## src/rtl/seg_serial_rx.sv

```systemverilog
// Receiver for the serial 7-segment display link: synchronizes SEGCLK/SEGCLR/SEGDT/SEGEN,
// deserializes frames and flags short frames and overruns. Optional decode: `define SEG_DECODE_EN.
module seg_serial_rx #(
  parameter int DATA_W      = 64,
  parameter int SYNC_STAGES = 2
) (
  input  logic              clk,
  input  logic              rst_n,
  input  logic              SEGCLK,
  input  logic              SEGCLR,
  input  logic              SEGDT,
  input  logic              SEGEN,
  output logic [DATA_W-1:0] frame,
  output logic              frame_valid,
  output logic              frame_err,
  output logic              overrun,
  output logic [6:0]        bit_cnt
`ifdef SEG_DECODE_EN
  ,
  output logic [4*DATA_W/8-1:0] digits,
  output logic [DATA_W/8-1:0]   digit_ok
`endif
);

  localparam logic [6:0] CNT_FULL = 7'(DATA_W);
  localparam logic [6:0] CNT_MAX  = 7'(DATA_W + 1);

  typedef enum logic [1:0] {IDLE, SHIFT, FULL} state_e;

  logic [SYNC_STAGES-1:0] clk_sync_q, clr_sync_q, dt_sync_q, en_sync_q;
  logic                   clk_prev_q, en_prev_q;
  logic                   shift_ev, latch_ev, clear_act, dt_s;

  state_e              state_q, state_d;
  logic [DATA_W-1:0]   shreg_q, shreg_d;
  logic [DATA_W-1:0]   frame_q, frame_d;
  logic [6:0]          cnt_q, cnt_d;
  logic                ovr_q, ovr_d;
  logic                fv_q, fv_d;
  logic                fe_q, fe_d;

  // Every serial input sees the same number of sync stages, so SEGDT stays aligned to SEGCLK.
  always_ff @(posedge clk or negedge rst_n) begin
    if (!rst_n) begin
      clk_sync_q <= '0;
      clr_sync_q <= '0;
      dt_sync_q  <= '0;
      en_sync_q  <= '0;
      clk_prev_q <= 1'b0;
      en_prev_q  <= 1'b0;
    end else begin
      // NOTE: non-blocking assignments let each flop sample the previous value of its neighbour.
      clk_sync_q <= {clk_sync_q[SYNC_STAGES-2:0], SEGCLK};
      clr_sync_q <= {clr_sync_q[SYNC_STAGES-2:0], SEGCLR};
      dt_sync_q  <= {dt_sync_q[SYNC_STAGES-2:0], SEGDT};
      en_sync_q  <= {en_sync_q[SYNC_STAGES-2:0], SEGEN};
      clk_prev_q <= clk_sync_q[SYNC_STAGES-1];
      en_prev_q  <= en_sync_q[SYNC_STAGES-1];
    end
  end

  assign shift_ev  = clk_sync_q[SYNC_STAGES-1] & ~clk_prev_q;
  assign latch_ev  = en_sync_q[SYNC_STAGES-1] & ~en_prev_q;
  assign clear_act = ~clr_sync_q[SYNC_STAGES-1];
  assign dt_s      = dt_sync_q[SYNC_STAGES-1];

  always_comb begin
    // NOTE: every variable gets a default first so no path leaves it unassigned (no latches).
    state_d = state_q;
    shreg_d = shreg_q;
    frame_d = frame_q;
    cnt_d   = cnt_q;
    ovr_d   = ovr_q;
    fv_d    = 1'b0;
    fe_d    = 1'b0;
    if (clear_act) begin
      shreg_d = '0;
      cnt_d   = '0;
      ovr_d   = 1'b0;
      state_d = IDLE;
    end else begin
      if (shift_ev) begin
        shreg_d = {shreg_q[DATA_W-2:0], dt_s};
        if (cnt_q != CNT_MAX) cnt_d = cnt_q + 7'd1;
        if (state_q == FULL) ovr_d = 1'b1;
        state_d = (cnt_d >= CNT_FULL) ? FULL : SHIFT;
      end
      // Latch is judged on the post-shift state so a coincident final bit is included.
      if (latch_ev) begin
        case (state_d)
          FULL: begin
            frame_d = shreg_d;
            fv_d    = 1'b1;
            cnt_d   = '0;
            state_d = IDLE;
          end
          SHIFT: begin
            fe_d    = 1'b1;
            shreg_d = '0;
            cnt_d   = '0;
            state_d = IDLE;
          end
          default: ;
        endcase
      end
    end
  end

  always_ff @(posedge clk or negedge rst_n) begin
    if (!rst_n) begin
      state_q <= IDLE;
      shreg_q <= '0;
      frame_q <= '0;
      cnt_q   <= '0;
      ovr_q   <= 1'b0;
      fv_q    <= 1'b0;
      fe_q    <= 1'b0;
    end else begin
      state_q <= state_d;
      shreg_q <= shreg_d;
      frame_q <= frame_d;
      cnt_q   <= cnt_d;
      ovr_q   <= ovr_d;
      fv_q    <= fv_d;
      fe_q    <= fe_d;
    end
  end

  assign frame       = frame_q;
  assign frame_valid = fv_q;
  assign frame_err   = fe_q;
  assign overrun     = ovr_q;
  assign bit_cnt     = cnt_q;

`ifdef SEG_DECODE_EN
  localparam int NDIG = DATA_W / 8;

  // Segments are active-low, bit order dp,g,f,e,d,c,b,a; dp is masked off. Returns {ok, nibble}.
  function automatic logic [4:0] seg_to_hex(input logic [6:0] s);
    case (s)
      7'h40: seg_to_hex = 5'h10;  7'h79: seg_to_hex = 5'h11;
      7'h24: seg_to_hex = 5'h12;  7'h30: seg_to_hex = 5'h13;
      7'h19: seg_to_hex = 5'h14;  7'h12: seg_to_hex = 5'h15;
      7'h02: seg_to_hex = 5'h16;  7'h78: seg_to_hex = 5'h17;
      7'h00: seg_to_hex = 5'h18;  7'h10: seg_to_hex = 5'h19;
      7'h08: seg_to_hex = 5'h1A;  7'h03: seg_to_hex = 5'h1B;
      7'h46: seg_to_hex = 5'h1C;  7'h21: seg_to_hex = 5'h1D;
      7'h06: seg_to_hex = 5'h1E;  7'h0E: seg_to_hex = 5'h1F;
      default: seg_to_hex = 5'h00;
    endcase
  endfunction

  logic [4*NDIG-1:0] digits_d, digits_q;
  logic [NDIG-1:0]   ok_d, ok_q;

  always_comb begin
    digits_d = '0;
    ok_d     = '0;
    for (int i = 0; i < NDIG; i++) begin
      logic [4:0] dec;
      dec              = seg_to_hex(frame_d[8*i +: 7]);
      digits_d[4*i +: 4] = dec[3:0];
      ok_d[i]            = dec[4];
    end
  end

  always_ff @(posedge clk or negedge rst_n) begin
    if (!rst_n) begin
      digits_q <= '0;
      ok_q     <= '0;
    end else if (fv_d) begin
      digits_q <= digits_d;
      ok_q     <= ok_d;
    end
  end

  assign digits   = digits_q;
  assign digit_ok = ok_q;
`endif

endmodule

```

## config.mk

```make
export PLATFORM = sky130hd
export DESIGN_NAME = seg_serial_rx
export DESIGN_NICKNAME = d
export VERILOG_FILES = /design/src/rtl/seg_serial_rx.sv
export SDC_FILE = /design/constraint.sdc
export NUM_CORES = 1
export LEC_CHECK = 0
export CAP_MARGIN = 15
export CORE_UTILIZATION = 40
export DETAILED_ROUTE_END_ITERATION = 8
export PLACE_DENSITY = 0.69
export SYNTH_ARGS = -nofsm -noshare
export SYNTH_HDL_FRONTEND = slang
export SYNTH_SLANG_ARGS = --single-unit
```

## constraint.sdc

```tcl
create_clock -name clk -period 3.9 [get_ports clk]
set_input_delay 0.78 -clock clk [delete_from_list [all_inputs] [get_ports clk]]
set_output_delay 0.78 -clock clk [all_outputs]
set_load 0.02 [all_outputs]
```

* After elaboration in Yosys (flattened, before gate mapping)
Cells that the tools add are included.
** Storage, ports and cells
- Bits in registers :: 150
- Bits in latches :: 0
- RAM bits :: 0
- Bits in read-only memories :: 0
- Input bits :: 6
- Output and inout bits :: 74
- Logic and storage cells :: 54
- Memories kept :: 0
** Cells by class
- Add/subtract/negate cells :: 1
- Multipliers :: 0
- Divide/modulo/power cells :: 0
- $lt $le $gt $ge :: 1
- Equality and inequality tests :: 6
- Shift operators :: 0
- Muxes and demuxes :: 26
- Bitwise logic cells :: 4
- Reductions and logical operators :: 3
** Operators with widths (count)
- $mux 64 :: 4
- $mux 7 :: 7
- $mux 2 :: 6
- $mux 1 :: 9
- $add 7x1->7 const B :: 1
- $ge 7x7->1 const B :: 1
- $ne 7x7->1 const B :: 1
- $eq 2x2->1 const B :: 2
- $ne 2x1->1 const B :: 2
- $reduce_and 3->1 :: 1
- $and 1x1->1 :: 2
- $eq 2x1->1 const B :: 1
- $not 1->1 :: 2
- $reduce_and 2->1 :: 1
- $reduce_or 2->1 :: 1

* Longest topological paths before layout
- Word-level depth :: 13
- Depth in mapped cells :: 12
- Depth with buffers taken out :: 10

* Worst setup path after synthesis
No wires, ideal clock.
- Path type :: reg-to-reg
- Start point :: register cnt_q[0], in the netlist bit_cnt[0]
- End point :: register cnt_q[3], in the netlist bit_cnt[3]
- Arrival :: 2.188 ns
- Data required time :: 3.781 ns
- Setup slack :: 1.594 ns
- Stages on the path, launching flop included :: 11
- Path buffers :: 0
- Cell sequence :: dfrtp_1 > ha_1 > nand3_1 > or3_1 > nand4_1 > nand2_1 > ha_1 > inv_1 > o21ai_0 > a21o_1 > nor2_1
** On the way
- Word-level cells in the longest chain between the ends :: 13
** Ends and longest elaborated chain
- from (decl) :: line 37 : logic [6:0] cnt_q, cnt_d;
- from (signal assigned) :: line 122 : cnt_q <= cnt_d;
- $add 7x1->7 or $ne 7x7->1 (tied branches) :: line 84 : if (cnt_q != CNT_MAX) cnt_d = cnt_q + 7'd1;
- $mux 7 (*) :: line 84
- $mux 7 (*) :: line 82 : if (shift_ev) begin
- $mux 7 (*) :: line 76 : if (clear_act) begin
- $ge 7x7->1 :: line 86 : state_d = (cnt_d >= CNT_FULL) ? FULL : SHIFT;
- $mux 2 :: line 86
- $mux 2 :: line 82
- $mux 2 :: line 76
- $eq 2x1->1 or $eq 2x2->1 (tied branches) :: line 90 : case (state_d)
- $reduce_or 2->1 (no line)
- $mux 7 :: line 90
- $mux 7 (*) :: line 89 : if (latch_ev) begin
- $mux 7 (*) :: line 76
- named net cnt_d[3] :: line 37
Mark *: on every way through the listed nets, which the timed path passes. The rest lies on a longest branch. The select of a mux whose other input is x is not followed.
A chain may end at the register's enable or synchronous reset.

* Worst setup path in the final report
- Start point :: register cnt_q[0], in the netlist bit_cnt[0]
- End point :: register frame_q[39], in the netlist frame[39]
** On the way
- Word-level cells in the longest chain between the ends :: 10
** Ends and longest elaborated chain
- $add 7x1->7 or $ne 7x7->1 (tied branches) :: line 84
- $mux 7 (*) :: line 84
- $mux 7 (*) :: line 82
- $mux 7 (*) :: line 76
- $ge 7x7->1 (*) :: line 86
- $mux 2 (*) :: line 86
- $mux 2 (*) :: line 82
- $mux 2 (*) :: line 76
- $eq 2x2->1 (*) :: line 90
- $reduce_and 3->1 (no line) (*)
- to (signal assigned) :: line 121 : frame_q <= frame_d;
- to (decl) :: line 36 : logic [DATA_W-1:0] frame_q, frame_d;
Mark *: on every way between the ends. The rest lies on a longest branch, timed or not. The select of a mux whose other input is x is not followed.

==> run_results.csv <==
group,metric,value,unit
timing,worst_pin_slew,1020,ps
final_layout,num_antenna_cells,0,
cts,path_clk_slew,60,ps
final_layout,layout_common_cells,"dfrtp_1, clkdlybuf4s50_1, nand2_1",
synthesis,synth_fp_nets,505,
synthesis,async_flop_share,1.00,
power,power_density,453,nW/um^2
final_layout,fill_cells,1232,
drt,drt-initial-drc-count,202,
cts,htree_levels,4,
drt,drt-wirelength-per-cell,14.1,um
critical_path,crit_slowest_cell,"nand3_4",
floorplan,rows,43,
synthesis,avgSynthCellArea,11.6,um^2
power,peakVddDrop,0.000236,V
timing,period_needed,2930,ps
cts,cts.path.max_buffers,2,
critical_path,cp.arrival,3210,ps
drt,ant_nets,0,
timing,min_period_over_period,0.752,
critical_path,crit_chain,"ha_1 -> nand3_1 -> or3_1 -> a41o_1 -> inv_1 -> ha_1 -> nand3_4 -> buf_4 -> nand2_1 -> o21ai_0",
global_route,grt_pass1_vias,3718,
final_layout,syn2layout_area_growth,26.1,%
global_route,track_usage,0.161,
cts,cts_buffers,17,
global_route,antenna_found_initial,0,
cts,ctsResizeCount,0,
synthesis,synth_top_area_frac,0.657,
floorplan,design.core.area,13900,um^2
global_route,grt_pass1_wl,18.3,mm
synthesis,synth_flop_cell,"dfrtp_1",
global_route,grt_max_degree,116,
timing,setup_viol,0,
power,p_leak,0.00324,uW
timing,finalHoldViolations,0,
synthesis,synth.area.top_cells,"dfrtp_1, mux2i_1, nand2_1",
drt,totalWireLength,10.7,mm
cts,ctsHoldBuffers,0,
drt,vias_per_cell,4.86,
drt,vias,3691,
synthesis,synth_top_cell_by_area,"dfrtp_1",
critical_path,slowest_delay,480,ps
floorplan,start_util,0.411,
synthesis,syn-cell-area,5710,um^2
outcome,status,"finished clean",
run,drv_cap,0,
critical_path,crit_path_frequent_cell,"ha_1",
min_path,min_from,"clk_sync_q[0]",
timing,setup_tns,0,ps
synthesis,ys_ff_latch,150,
timing,maxSlewViolCount,0,
drt,wl_met1,4.99,mm
drt,drc,0,
synthesis,synth_edf_count,0,
drt,wl_met2,4.98,mm
cts,cts_tree,"done",
synthesis,synth_cell_types,30,
final_layout,final_common_cell,"dfrtp_1",
timing,fmax,0.341,GHz
floorplan,die_y,121,um
timing,skew,6.68,ps
drt,drt-pass1-iter-count,4,
critical_path,crit_path_start,"bit_cnt[0]",
power,power,3260,uW
final_layout,drive_gt1_frac,0.0672,
placement,port_buffers,79,
cts,cts_root_buf,"clkbuf_16",
min_path,hold_class,"register to register",
cts,postCtsSetupBuffers,0,
floorplan,io_pins,80,
placement,dp_hpwl,7.07,mm
synthesis,postSynthCellCount,494,
final_layout,final_nets,581,
critical_path,end_kind,"register",
floorplan,die_area,14800,um^2
critical_path,r2r_cells,10,
placement,place_congestion,0.776,
critical_path,worstSetupPathType,"register to register",
critical_path,rr_startpoint,"bit_cnt[0]",
cts,clock_latency,410,ps
drt,wl_met3,538,um
critical_path,crit_path_max_fanout,73,
synthesis,synth_warnings,0,
timing,grt_setup_unrepaired,"false",
synthesis,synth_seq_area_share,0.657,
cts,clock-sinks,150,
floorplan,fp.dieW,121,um
critical_path,worstPathRequired,4180,ps
timing,slew_headroom,0.323,
drt,top_layer,"met4",
critical_path,worst_setup_path_start_kind,"register",
min_path,worstHoldPathCells,0,
global_route,overflow,0,
-- stage by stage --
step	cells	setup WS, ps	hold slack [ps]	area, um^2	utilization
2_1_floorplan	494	1590	331	5710	-
3_3_place_gp	731	1080	336	6650	0.479
3_5_place_dp	731	966	337	6650	0.479
4_1_cts	760	954	352	7200	0.519
5_1_grt	760	668	360	7200	0.519
6_report	760	966	350	7200	0.519
-- registers in the layout, summed over array words and instances (netlist names) --
signal,cells
frame,64
shreg_q,64
bit_cnt,7
clk_sync_q,2
clr_sync_q,2
dt_sync_q,2
en_sync_q,2
state_q,2
clk_prev_q,1
en_prev_q,1
frame_err,1
frame_valid,1
overrun,1
-- critical path, delay by kind of cell, from the launching register on --
kind                     cells  cell delay [ps]
AO/OA/AOI/OAI                2              350
adder cells (fa/ha/maj)      2              390
buffers and inverters        2              570
flip-flops                   1              420
AND/OR/NAND/NOR              4             1060
-- power by group --
group	total, uW	internal [uW]	switching [uW]	leakage [uW]
registers	1580	1570	9.97	0.00207
clock network	1540	944	599	0.000264
logic	136	42.9	93.2	0.000909
-- path summary, 6_finish.rpt --
| path | end | slack, ps |
|---|---|---|
| max in group asynchronous | shreg_q[59] | 2530 |
| hold / removal | clk_sync_q[1] | 350 |
| hold reg to reg | clk_sync_q[1] | 350 |
| setup reg to reg | frame[39] | 970 |
| setup / recovery | frame[39] | 970 |
| min in group asynchronous | bit_cnt[2] | 480 |
-- synthesized netlist by cell type, types with 2 or more instances --
| library cell | instances |
|---|---|
| and3_1 | 2 |
| nand3_1 | 2 |
| or3_1 | 5 |
| buf_4 | 4 |
| buf_2 | 6 |
| xor2_1 | 2 |
| o21ai_0 | 53 |
| buf_6 | 3 |
| nand2_1 | 74 |
| a21oi_1 | 4 |
| mux2i_1 | 64 |
| nor3b_1 | 2 |
| dfrtp_1 | 150 |
| nand4_1 | 2 |
| nand2b_1 | 2 |
| nor2_1 | 68 |
| ha_1 | 5 |
| clkbuf_1 | 15 |
| inv_1 | 4 |
| nor2b_1 | 2 |
| o21ai_1 | 16 |
-- cell type report --
class / instances / area [um^2] / share of cell area
Inverter: 4 / 15.0 / 0.00208
Tap cell: 180 / 225 / 0.0313
Multi-Input combinational cell: 311 / 1810 / 0.251
Sequential cell: 150 / 3750 / 0.521
Clock inverter: 9 / 106 / 0.0148
Timing Repair Buffer: 86 / 845 / 0.117
Clock buffer: 20 / 447 / 0.0620
-- metal layers --
| metal | up-vias | GRT usage |
|---|---|---|
| li1 | 1802 | - |
| met1 | 1791 | 0.208 |
| met2 | 77 | 0.251 |
| met3 | 21 | 0.0479 |
| met4 | 0 | 0.0664 |
| met5 | - | 0 |
-- cell families (layout without fill, tap and decap cells) --
group	count (synthesis)	in the layout	share of synthesized area
AOI/OAI and AO/OA	78	78	0.0710
muxes	64	64	0.112
and+or+nand+nor	162	162	0.116
adders and majority gates	5	5	0.0110
DFF	150	150	0.657
buffers and inverters	33	119	0.0296
xor gates and xnor gates	2	2	0.00307
No activity file was read; power rests on OpenSTA's default activity.
